**src/rtl/somador_pkg.sv**
```systemverilog
// Shared types and helpers for the pipelined adder/subtractor family.
`ifndef SOMADOR_PKG_SV
`define SOMADOR_PKG_SV

// Elaboration-time guard: the operand must split into whole chunks.
`define SOMADOR_ASSERT_DIV(w, sw) \
   if (((w) % (sw)) != 0) begin : g_bad_width \
      $error("somador: WIDTH must be a multiple of STAGE_W"); \
   end

package somador_pkg;

   typedef struct packed {
      logic valid;
      logic carry;
   } stg_ctl_t;

   function automatic int nstg(input int width, input int stage_w);
      return width / stage_w;
   endfunction

endpackage

`endif

```
**src/rtl/somador_bloco.sv**
```systemverilog
// Combinational W-bit ripple chain; also exposes the carry into the MSB for overflow detection.
module somador_bloco #(
   parameter int W = 4
) (
   input  logic [W-1:0] a,
   input  logic [W-1:0] b,
   input  logic         cin,
   output logic [W-1:0] s,
   output logic         cout,
   output logic         c_msb
);

   // Each cell owns its carry signals so the chain is not a self-referencing vector.
   for (genvar i = 0; i < W; i++) begin : g_fa
      logic ci;
      logic co;
      if (i == 0) begin : g_lsb
         assign ci = cin;
      end else begin : g_rest
         assign ci = g_fa[i-1].co;
      end
      somadorcompleto u_fa (
         .a    (a[i]),
         .b    (b[i]),
         .cin  (ci),
         .s    (s[i]),
         .cout (co)
      );
   end

   assign cout  = g_fa[W-1].co;
   assign c_msb = g_fa[W-1].ci;

endmodule

```
**src/rtl/somadorcompleto.sv**
```systemverilog
// One-bit full adder cell, the building block of every ripple chain.
module somadorcompleto (
   input  logic a,
   input  logic b,
   input  logic cin,
   output logic s,
   output logic cout
);

   assign s    = a ^ b ^ cin;
   assign cout = (a & b) | (cin & (a ^ b));

endmodule

```
**src/rtl/somador_pipe_nb.sv**
```systemverilog
// Pipelined WIDTH-bit adder/subtractor: one STAGE_W chunk per stage, registered carry between stages,
// with a single global stall so the whole pipe (output register included) advances together.
module somador_pipe_nb
   import somador_pkg::*;
#(
   parameter int WIDTH   = 16,
   parameter int STAGE_W = 4
) (
   input  logic             clk,
   input  logic             rst,
   input  logic             in_valid,
   output logic             in_ready,
   input  logic [WIDTH-1:0] a,
   input  logic [WIDTH-1:0] b,
   input  logic             cin,
   input  logic             sub,
   output logic             out_valid,
   input  logic             out_ready,
   output logic [WIDTH-1:0] s,
   output logic             cout,
   output logic             ovf
);

   localparam int NSTG = nstg(WIDTH, STAGE_W);

   `SOMADOR_ASSERT_DIV(WIDTH, STAGE_W)

   stg_ctl_t         ctl_q [NSTG];
   logic [WIDTH-1:0] a_q   [NSTG];
   logic [WIDTH-1:0] b_q   [NSTG];
   logic [WIDTH-1:0] s_q   [NSTG];
   logic [NSTG-1:0]  co_v;
   logic [NSTG-1:0]  cmsb_v;
   logic             ovf_q;
   logic             adv;
   logic             unused_skew;

   assign adv       = ~ctl_q[NSTG-1].valid | out_ready;
   assign in_ready  = adv;
   assign out_valid = ctl_q[NSTG-1].valid;
   assign s         = s_q[NSTG-1];
   assign cout      = ctl_q[NSTG-1].carry;
   assign ovf       = ovf_q;

   // The last stage's skew operands and the lower stages' MSB carries have no consumer.
   assign unused_skew = ^{a_q[NSTG-1], b_q[NSTG-1], cmsb_v};

   for (genvar k = 0; k < NSTG; k++) begin : g_stg
      logic [WIDTH-1:0]   a_k;
      logic [WIDTH-1:0]   b_k;
      logic [WIDTH-1:0]   s_k;
      logic [WIDTH-1:0]   s_nx;
      logic [STAGE_W-1:0] sum;
      logic               c_k;
      logic               v_k;

      // Subtraction is folded into stage 0 as a + ~b + ~cin; later stages only see b_eff.
      if (k == 0) begin : g_first
         assign a_k = a;
         assign b_k = sub ? ~b : b;
         assign s_k = '0;
         assign c_k = sub ? ~cin : cin;
         assign v_k = in_valid;
      end else begin : g_next
         assign a_k = a_q[k-1];
         assign b_k = b_q[k-1];
         assign s_k = s_q[k-1];
         assign c_k = ctl_q[k-1].carry;
         assign v_k = ctl_q[k-1].valid;
      end

      somador_bloco #(.W(STAGE_W)) u_bloco (
         .a     (a_k[k*STAGE_W +: STAGE_W]),
         .b     (b_k[k*STAGE_W +: STAGE_W]),
         .cin   (c_k),
         .s     (sum),
         .cout  (co_v[k]),
         .c_msb (cmsb_v[k])
      );

      always_comb begin
         s_nx                         = s_k;
         s_nx[k*STAGE_W +: STAGE_W]   = sum;
      end

      always_ff @(posedge clk) begin
         if (rst) begin
            ctl_q[k] <= '0;
            s_q[k]   <= '0;
            a_q[k]   <= '0;
            b_q[k]   <= '0;
         end else if (adv) begin
            ctl_q[k] <= '{valid: v_k, carry: co_v[k]};
            s_q[k]   <= s_nx;
            a_q[k]   <= a_k;
            b_q[k]   <= b_k;
         end
      end
   end

   always_ff @(posedge clk) begin
      if (rst) begin
         ovf_q <= 1'b0;
      end else if (adv) begin
         ovf_q <= co_v[NSTG-1] ^ cmsb_v[NSTG-1];
      end
   end

endmodule

```
**config.mk**
```make
export PLATFORM = sky130hd
export DESIGN_NAME = somador_pipe_nb
export DESIGN_NICKNAME = d
export VERILOG_FILES = /design/src/rtl/somador_pkg.sv /design/src/rtl/somador_bloco.sv /design/src/rtl/somadorcompleto.sv /design/src/rtl/somador_pipe_nb.sv
export SDC_FILE = /design/constraint.sdc
export NUM_CORES = 1
export LEC_CHECK = 0
export BUFFER_PORTS_ARGS = -buffer_cell sky130_fd_sc_hd__buf_2
export CORE_AREA = 2 2 103 105
export DETAILED_ROUTE_END_ITERATION = 16
export DIE_AREA = 0 0 105 107
export MAX_ROUTING_LAYER = met4
export PLACE_DENSITY = 0.64
export SLEW_MARGIN = 20
export SYNTH_ARGS = -nofsm -noshare
export SYNTH_HDL_FRONTEND = slang
export SYNTH_SLANG_ARGS = --single-unit
```
**constraint.sdc**
```tcl
create_clock -name clk -period 6.1 [get_ports clk]
set_input_delay 0.915 -clock clk [delete_from_list [all_inputs] [get_ports clk]]
set_output_delay 0.915 -clock clk [all_outputs]
set_load 0.02 [all_outputs]
```
==> impl.org, run 1 <==
** Global route
- Largest net degree at the start of global routing :: 100
- The initial antenna violation count was 0.
- First-pass GRT wire length :: 10,870 um
- Via count of the first global-routing pass :: 2,204
- After global routing the overflow that remains totals 0.
- Global-route usage over all layers :: 12.84%

** Timing
- At the pin with the least slew margin, the transition time is 1.035 ns.
- Post-route clock skew :: 0.01171 ns
- Max Slew Vio Count :: 0
- RSZ-0062 raised after global routing :: false
- Derived from the worst setup path, the maximum achievable clock frequency is between 300 and 400 MHz.
- The count of final hold-check violations came to 0.
- After layout, the worst path uses 53.42% of the clock period.
- Relative max-transition margin :: 30.98%
- Minimum period implied by the final worst setup slack :: 3.259 ns
- Final count of negative-setup-slack endpoints :: 0
- Setup total negative slack on the finished layout was measured at 0 ns.

** Route
- In the final routed layout, each cell accounts on average for approximately 14 um.
- Post-route DRC :: 0
- The final layout contains routed wiring with a total length of 6459 um.
- Number of nets with antenna violations after detailed routing :: 0
- In this run, the number of DRC markers left after iteration 0 of detailed routing was 72.
- Drt via density :: 4.726
- Number of vias in the routed layout :: 2,212
- For this run, the detailed router's first-pass iteration total came to 4.

** Power and ir drop
- IR analysis of the VDD net gives a maximum drop of 0.1237 mV.
- Gate power share :: 9.4%
- Sequential cells account for 60.4% of the total power.
- Part of the total power dissipated in the clock network :: 30.2%
- In this run switching power makes up between 20% and 30% of total power.
- Internal power comes to 1030 uW.
- The analysis attributes to cell leakage a power of approximately 0.0019 uW.
- Net Sw Power :: 287.3 uW
- Dividing total power by cell area gives a power density of 269.2 mW/mm2.

** Run status
- The flow ran to the end, and the final reports show no timing, DRC or antenna violations.

** Setup path
- STA classifies the critical path startpoint as a primary input.
- Critical Path RT :: 6.17 ns
- The worst register-to-register path has a setup slack of 3.62 ns.
- Capturing element type of the critical path :: flip-flop
- Along the worst path, the maximum fanout reaches 17.
- The critical path is of the primary input to flip-flop type.
- Data on the critical path arrives at its endpoint at 3.33 ns.

** Clocking
- The tree is rooted in a clkbuf_8.
- Counting the buffers created by CTS gives 9.
- Cts repair resizes :: 0
- Total setup buffers inserted after CTS :: 0
- For this design, the sink count on the clock tree is between 90 and 100.
- CTS hold repair buffers :: 0
- After clock tree synthesis, the clock-pin slew on the worst setup and hold paths is 0.09 ns.
- At the later pin of the worst-skew pair, clock insertion delay measures 0.36 ns.
- The H-tree was split into 3 levels.
- Clock tree from TritonCTS :: done
- The clock passes through at most 2 buffers.

** Floorplanning
- From bottom edge to top edge, the die measures 107 um.
- Number of top-level pins :: 58
- The core region is 0.01009 mm2.
- The floorplan step set the die width to 105 um.
- Once the floorplan was initialized, standard cells occupied 43.85% of the core.
- After floorplanning, the core was divided into 37 placement rows.
- Die Area :: about 0.011 mm2

** Synthesis
- A synthesized cell averages 15.75 um2.
- The share of the Yosys chip area taken by registers is 65.59%.
- After synthesis, the netlist uses 18 different library cells.
- Synth warn :: 0
- Syn Std Cell Area :: approximately 0.0044 mm2
- The number of nets handed over by synthesis was between 300 and 400.
- The cell count after synthesis came out at 281.
- Flip-flop and latch count after synthesis :: 97

** Cells and area
- Compared with the post-synthesis result, the final layout area differs by 10.60%.
- After the last flow step, the layout net total stands at roughly 380.
- Final core area utilization :: 48.50%
- Share of layout cells above drive strength 1 :: 25.30%
- 0 antenna diodes ended up in the layout.

** Placement
- Detail Placement HPWL :: 3684 um
- Placer Congestion :: 0.6923
- # port buffers :: 57

** Worst hold path
- HP Class :: flip-flop to flip-flop

** Run
- The tool flagged a number of max-cap violations equal to 0.
## cell families after synthesis
logic type      after synthesis  share of synthesized area, %
fa+ha+maj                    16                         7.238
xor+xnor                     18                         3.562
buf+inv                      50                         6.672
flops                        97                         65.59
simple gates                 99                         16.65
compound gates                1                        0.2827
## flip-flops by register name, indices dropped and copies added (netlist names)
signal  cells
b_q        24
ovf         1
s_q        40
a_q        24
ctl_q       8
## power by group through the flow
stage | Combinational (uW) | Sequential, uW | Clock, uW
6_report | 124 | 796 | 398
5_1_grt | 139 | 801 | 437
4_1_cts | 125 | 797 | 408
3_5_place_dp | 124 | 811 | 0
3_3_place_gp | 121 | 810 | 0
2_1_floorplan | 86.6 | 817 | 0
## cells in the mapped netlist
master | number | share of area, %
fa_1 | 16 | 7.2
xor2_1 | 2 | 0.40
buf_2 | 2 | 0.23
buf_4 | 2 | 0.34
buf_1 | 2 | 0.17
nand4bb_1 | 1 | 0.25
o31ai_2 | 1 | 0.28
nor2b_4 | 1 | 0.31
xnor2_1 | 16 | 3.2
dfxtp_1 | 1 | 0.45
clkbuf_1 | 5 | 0.42
nor3b_1 | 72 | 12
buf_6 | 13 | 3.3
nor3_2 | 9 | 2.0
edfxtp_1 | 96 | 65
nand2b_1 | 1 | 0.14
nor3_1 | 15 | 1.7
inv_1 | 26 | 2.2
## metrics by stage
stage | cells | worst slack (ns) | hold WS (ns) | area [um2] | power, uW
after CTS | 468 | 2.844 | 0.5467 | 4895 | 1330
after floorplan | 281 | 2.072 | 0.5697 | 4425 | 904.0
after detailed placement | 452 | 2.454 | 0.5242 | 4708 | 935.1
final | 468 | 2.841 | 0.5474 | 4895 | 1318
after global placement | 452 | 2.549 | 0.5250 | 4708 | 931.6
after global routing | 468 | 2.742 | 0.5822 | 4895 | 1377
## layout make-up
type / instances / area, um2
Inverter: 26 / 97.59
Multi-Input combinational cell: 134 / 1235
Fill cell: 909 / 5197
Timing Repair Buffer: 59 / 302.8
Clock buffer: 10 / 127.6
Sequential cell: 97 / 2903
Tap cell: 136 / 170.2
Clock inverter: 6 / 58.81
## path summary, 6_finish.rpt
kind | depth (start not counted) | end | from
worst min-delay path | 2 | ovf | ovf
worst max register to register | 9 | ovf | a_q[1][12]
worst max-delay path | 8 | s_q[0][3] | sub
worst min register to register | 2 | ovf | ovf
## layer usage
| metal | track usage, % | vias to the layer above | wire length (um) |
|---|---|---|---|
| li1 | - | 1087 | - |
| met1 | 16.80 | 1066 | 3092 |
| met2 | 18.46 | 50 | 2937 |
| met3 | 3.647 | 9 | 299 |
| met4 | 6.381 | 0 | 130 |
| met5 | - | - | 0 |
## layout by cell type (no fill, tap or decap), drive strengths merged
cell and instances:
edfxtp 96, nand4bb 1, bufinv 1, dfxtp 1
nor2b 1, xnor2 16, nor3 24, buf 59
fa 16, clkbuf 10, o31ai 1, nor3b 72
clkinv 4, xor2 2, clkinvlp 1, nand2b 1
inv 26
## worst max-delay path, cell delays in order
cell and delay, ns:
buf_2 0.39, xnor2_1 0.19, fa_1 0.44, fa_1 0.39
fa_1 0.38, inv_1 0.08, fa_1 0.40, nor3b_1 0.14
Power figures use the tool's default switching activity.
==> run 2, diff against run 1 <==
PLACE_DENSITY = 0.67   (was 0.64)
clock period = 2.9 ns   (was 6.1 ns; I/O delays follow)
==> run 2 against run 1 <==
Net effect:
- power grew 120%
- clock power up 130%
- final area increased by 1.4%
- cell count is 0.85% higher
==> impl.org, run 2 (same netlist as run 1, synthesis figures left out) <==
** Global route
- Antenna violations before repair :: 0 (unchanged)
- The global-route congestion overflow total is 0 (unchanged).
- The number of global-route vias before repair came to 2,251 (+2.1%).
- The first-pass GRT wire length came to 11,030 um (+1.5%).
- The maximum number of pins on one net before global-route repair came to 99 (-1.0%).
- The global-route usage over all layers came to 13.11% (+0.28 points).

** Placement
- Setup Slack @ Placement :: 0.08190 ns (-2.372 ns)
- The half-perimeter wire length after detailed placement is 3891 um (+5.6%).
- The number of port buffers is 57 (unchanged).
- Placer Congestion :: 0.7741 (+12%)

** Power and ir drop
- The leakage component of the power was 0.001942 uW (+2.2%).
- The worst-case vdd ir drop came to 0.2273 mV (+84%).
- Power density relative to cell area :: 574.3 mW/mm2 (+110%)

** Cells and area
- Leading cell type in the layout, fill and taps excluded :: edfxtp_1
- Share of layout cells above drive strength 1 :: 26.79% (+1.5 points)
- Biggest regs :: s_q x40, a_q x24, b_q x24
- The number of flip-flops under the largest register name came to 40 (unchanged).
- Number of diodes added for antenna fixing :: 0 (unchanged)
- Layout-stage area growth over the synthesis result :: 12.19%
- Register name with the most flops :: s_q
- Final layout net count :: 386 (+1.3%)
- In the layout the commonest cells are 96 x edfxtp_1, 72 x nor3b_1, 56 x buf_2.
- The fill cell total of the finished layout came to 914 (+0.55%).

** Route
- Post-route DRC :: 0 (unchanged)
- The starting DRC count in detailed routing is 115 (+60%).
- WL/cell :: 13.60 um (-1.5%)
- The per-cell via count in the routed design came to 4.676 (-1.1%).
- The length of the first detailed-routing pass in iterations was 4 (unchanged).
- The total vias in the final route came to 2,207 (-0.23%).
- Routed wire length :: 6419 um (-0.62%)
- Number of nets with antenna violations after detailed routing :: 0 (unchanged)

** Worst hold path
- Worst hold path cell count :: 2 (unchanged)
- For hold timing, the worst endpoint is a_q[0][14].
- The tightest min-delay check is of the primary input to flip-flop type.
- The worst hold path begins at a[14].

** Clocking
- TritonCTS built the clock tree.
- Buffer depth of the longest clock path :: 2 (unchanged)
- Number of buffers created by CTS :: 9 (unchanged)
- Clk_lat worst skew :: 0.35 ns (about the same)
- The count of instances resized after the clock tree is built came to 0 (unchanged).
- The post-CTS setup buffer count came to 0 (unchanged).
- CTS placed an instance of clkbuf_8 at the clock tree root.
- The clock sink total was 97 (unchanged).
- H-tree depth :: 3 (unchanged)
- The hold buffer count at cts came to 0 (unchanged).
- The clock input transition at the sequential cells of the worst setup and hold paths was 0.09 ns (about the same).

** Setup path
- Minimum setup slack among reg-to-reg paths :: 0.44 ns (-3.18 ns)
- Critical Path Start Type :: primary input
- The critical path is of the primary input to flip-flop type.
- CP Max Fanout :: 3 (-14)
- Worst endpoint data arrival time :: 2.53 ns (-0.80 ns)
- Cell repeated most along the worst path :: fa_1
- The critical path's largest stage delay came to 0.40 ns (-0.04 ns).
- Critical Path RT :: 2.97 ns (-3.20 ns)
- Ordered list of cells on the worst path :: buf_2, xnor2_1, fa_1, fa_1, fa_1, inv_1, fa_1, nor3b_1
- In this run the critical register-to-register path is launched from a_q[1][12].
- The cell depth of the worst flop-to-flop path is 8 (-1).
- The worst register-to-register path ends at s_q[1][31].
- Cell type of the slowest stage on the worst timing path :: fa_1
- Capturing element type of the critical path :: flip-flop

** Timing
- Final count of negative-setup-slack endpoints :: 0 (unchanged)
- Setup Total Neg Slack :: 0 ns (unchanged)
- The maximum clock skew at final layout came to 0.01275 ns (+0.001034 ns).
- Share of the cycle needed by the critical path after routing :: a little over four fifths
- Max Slew Vio Count :: 0 (unchanged)
- Minimum period implied by the final worst setup slack :: roughly 2.5 ns
- RSZ-0062 raised after global routing :: false
- Tightest Pin Transition :: 1.016 ns (-0.01937 ns)
- The worst slew margin relative to its limit was 32.27% (+1.3 points).
- Smallest setup slack after layout :: 0.4370 ns (-2.404 ns)
- The count of final hold-check violations is 0 (unchanged).
- Max Freq :: 406.0 MHz

** Floorplanning
- Cell Rows :: 37 (unchanged)
- Vert. Die Dim :: 107 um (unchanged)
- The overall die area came to 0.01124 mm2 (unchanged).
- The number of ports placed on the die boundary was 58 (unchanged).
- Width of the die :: 105 um (unchanged)
- The core area is 0.01009 mm2 (unchanged).
- Initial standard-cell utilization of the core :: 43.85% (unchanged)

** Run status
- Status :: finished, final reports clean

** Run
- The max-cap violation count came to 0 (unchanged).
[run 2: cell types whose count changed in the layout (fill, tap and decap cells not counted), sizes merged]
cell      delta
buf          +5
clkinv       -2
bufinv       +1
clkinvlp     -1
inv          +1
[run 2: area by class of cell]
type | instances | area, um2 | share of cell area, %
well taps | 136 | 170.2 | 3.427
clock inverters | 5 | 78.83 | 1.588
repair buffers | 64 | 352.8 | 7.107
inverters | 26 | 97.59 | 1.966
clock buffers | 10 | 127.6 | 2.571
multi-input cells | 134 | 1235 | 24.87
flip-flops and latches | 97 | 2903 | 58.47
[run 2: power by group]
group	leakage [uW]	switching, uW	internal [uW]
Sequential	0.00115	24.5	1650
Combinational	0.000687	134	128
Clock	0.000107	434	482
[run 2: how the worst max path moves through the flow]
stage,from,endpoint,cells past startpoint
4_1_cts,a_q[1][12],ovf,9
6_report,sub,s_q[0][3],8
2_1_floorplan,sub,s_q[0][3],9
5_1_grt,ctl_q[1][0],ovf,9
3_3_place_gp,sub,s_q[0][3],8
3_5_place_dp,sub,s_q[0][3],8
[run 2: per-stage QoR]
stage	cells	power (uW)	hold slack (ns)	utilization (%)	cell area (um2)
6_report	472	2851	0.4408	49.19	4965
5_1_grt	472	2981	0.4370	49.19	4965
4_1_cts	472	2880	0.4292	49.19	4965
3_5_place_dp	457	1971	0.5280	47.15	4758
3_3_place_gp	457	1965	0.5281	47.15	4758
2_1_floorplan	281	1901	0.5697	-	4428
[run 2: worst max-delay path, delay by kind of cell]
kind | cells | cell delay, ns
XOR/XNOR | 1 | 0.15
adder cells (fa/ha/maj) | 4 | 1.57
buffers and inverters | 2 | 0.22
AND/OR/NAND/NOR | 1 | 0.14
[run 2: per-layer routing]
layer  vias to the layer above  global-route usage (%)  share of wire [%]
li1                       1099                       -                  -
met1                      1050                   18.07                 48
met2                        46                   18.74                 45
met3                        12                   2.492                3.8
met4                         0                   6.571                2.2
met5                         -                       -                  0
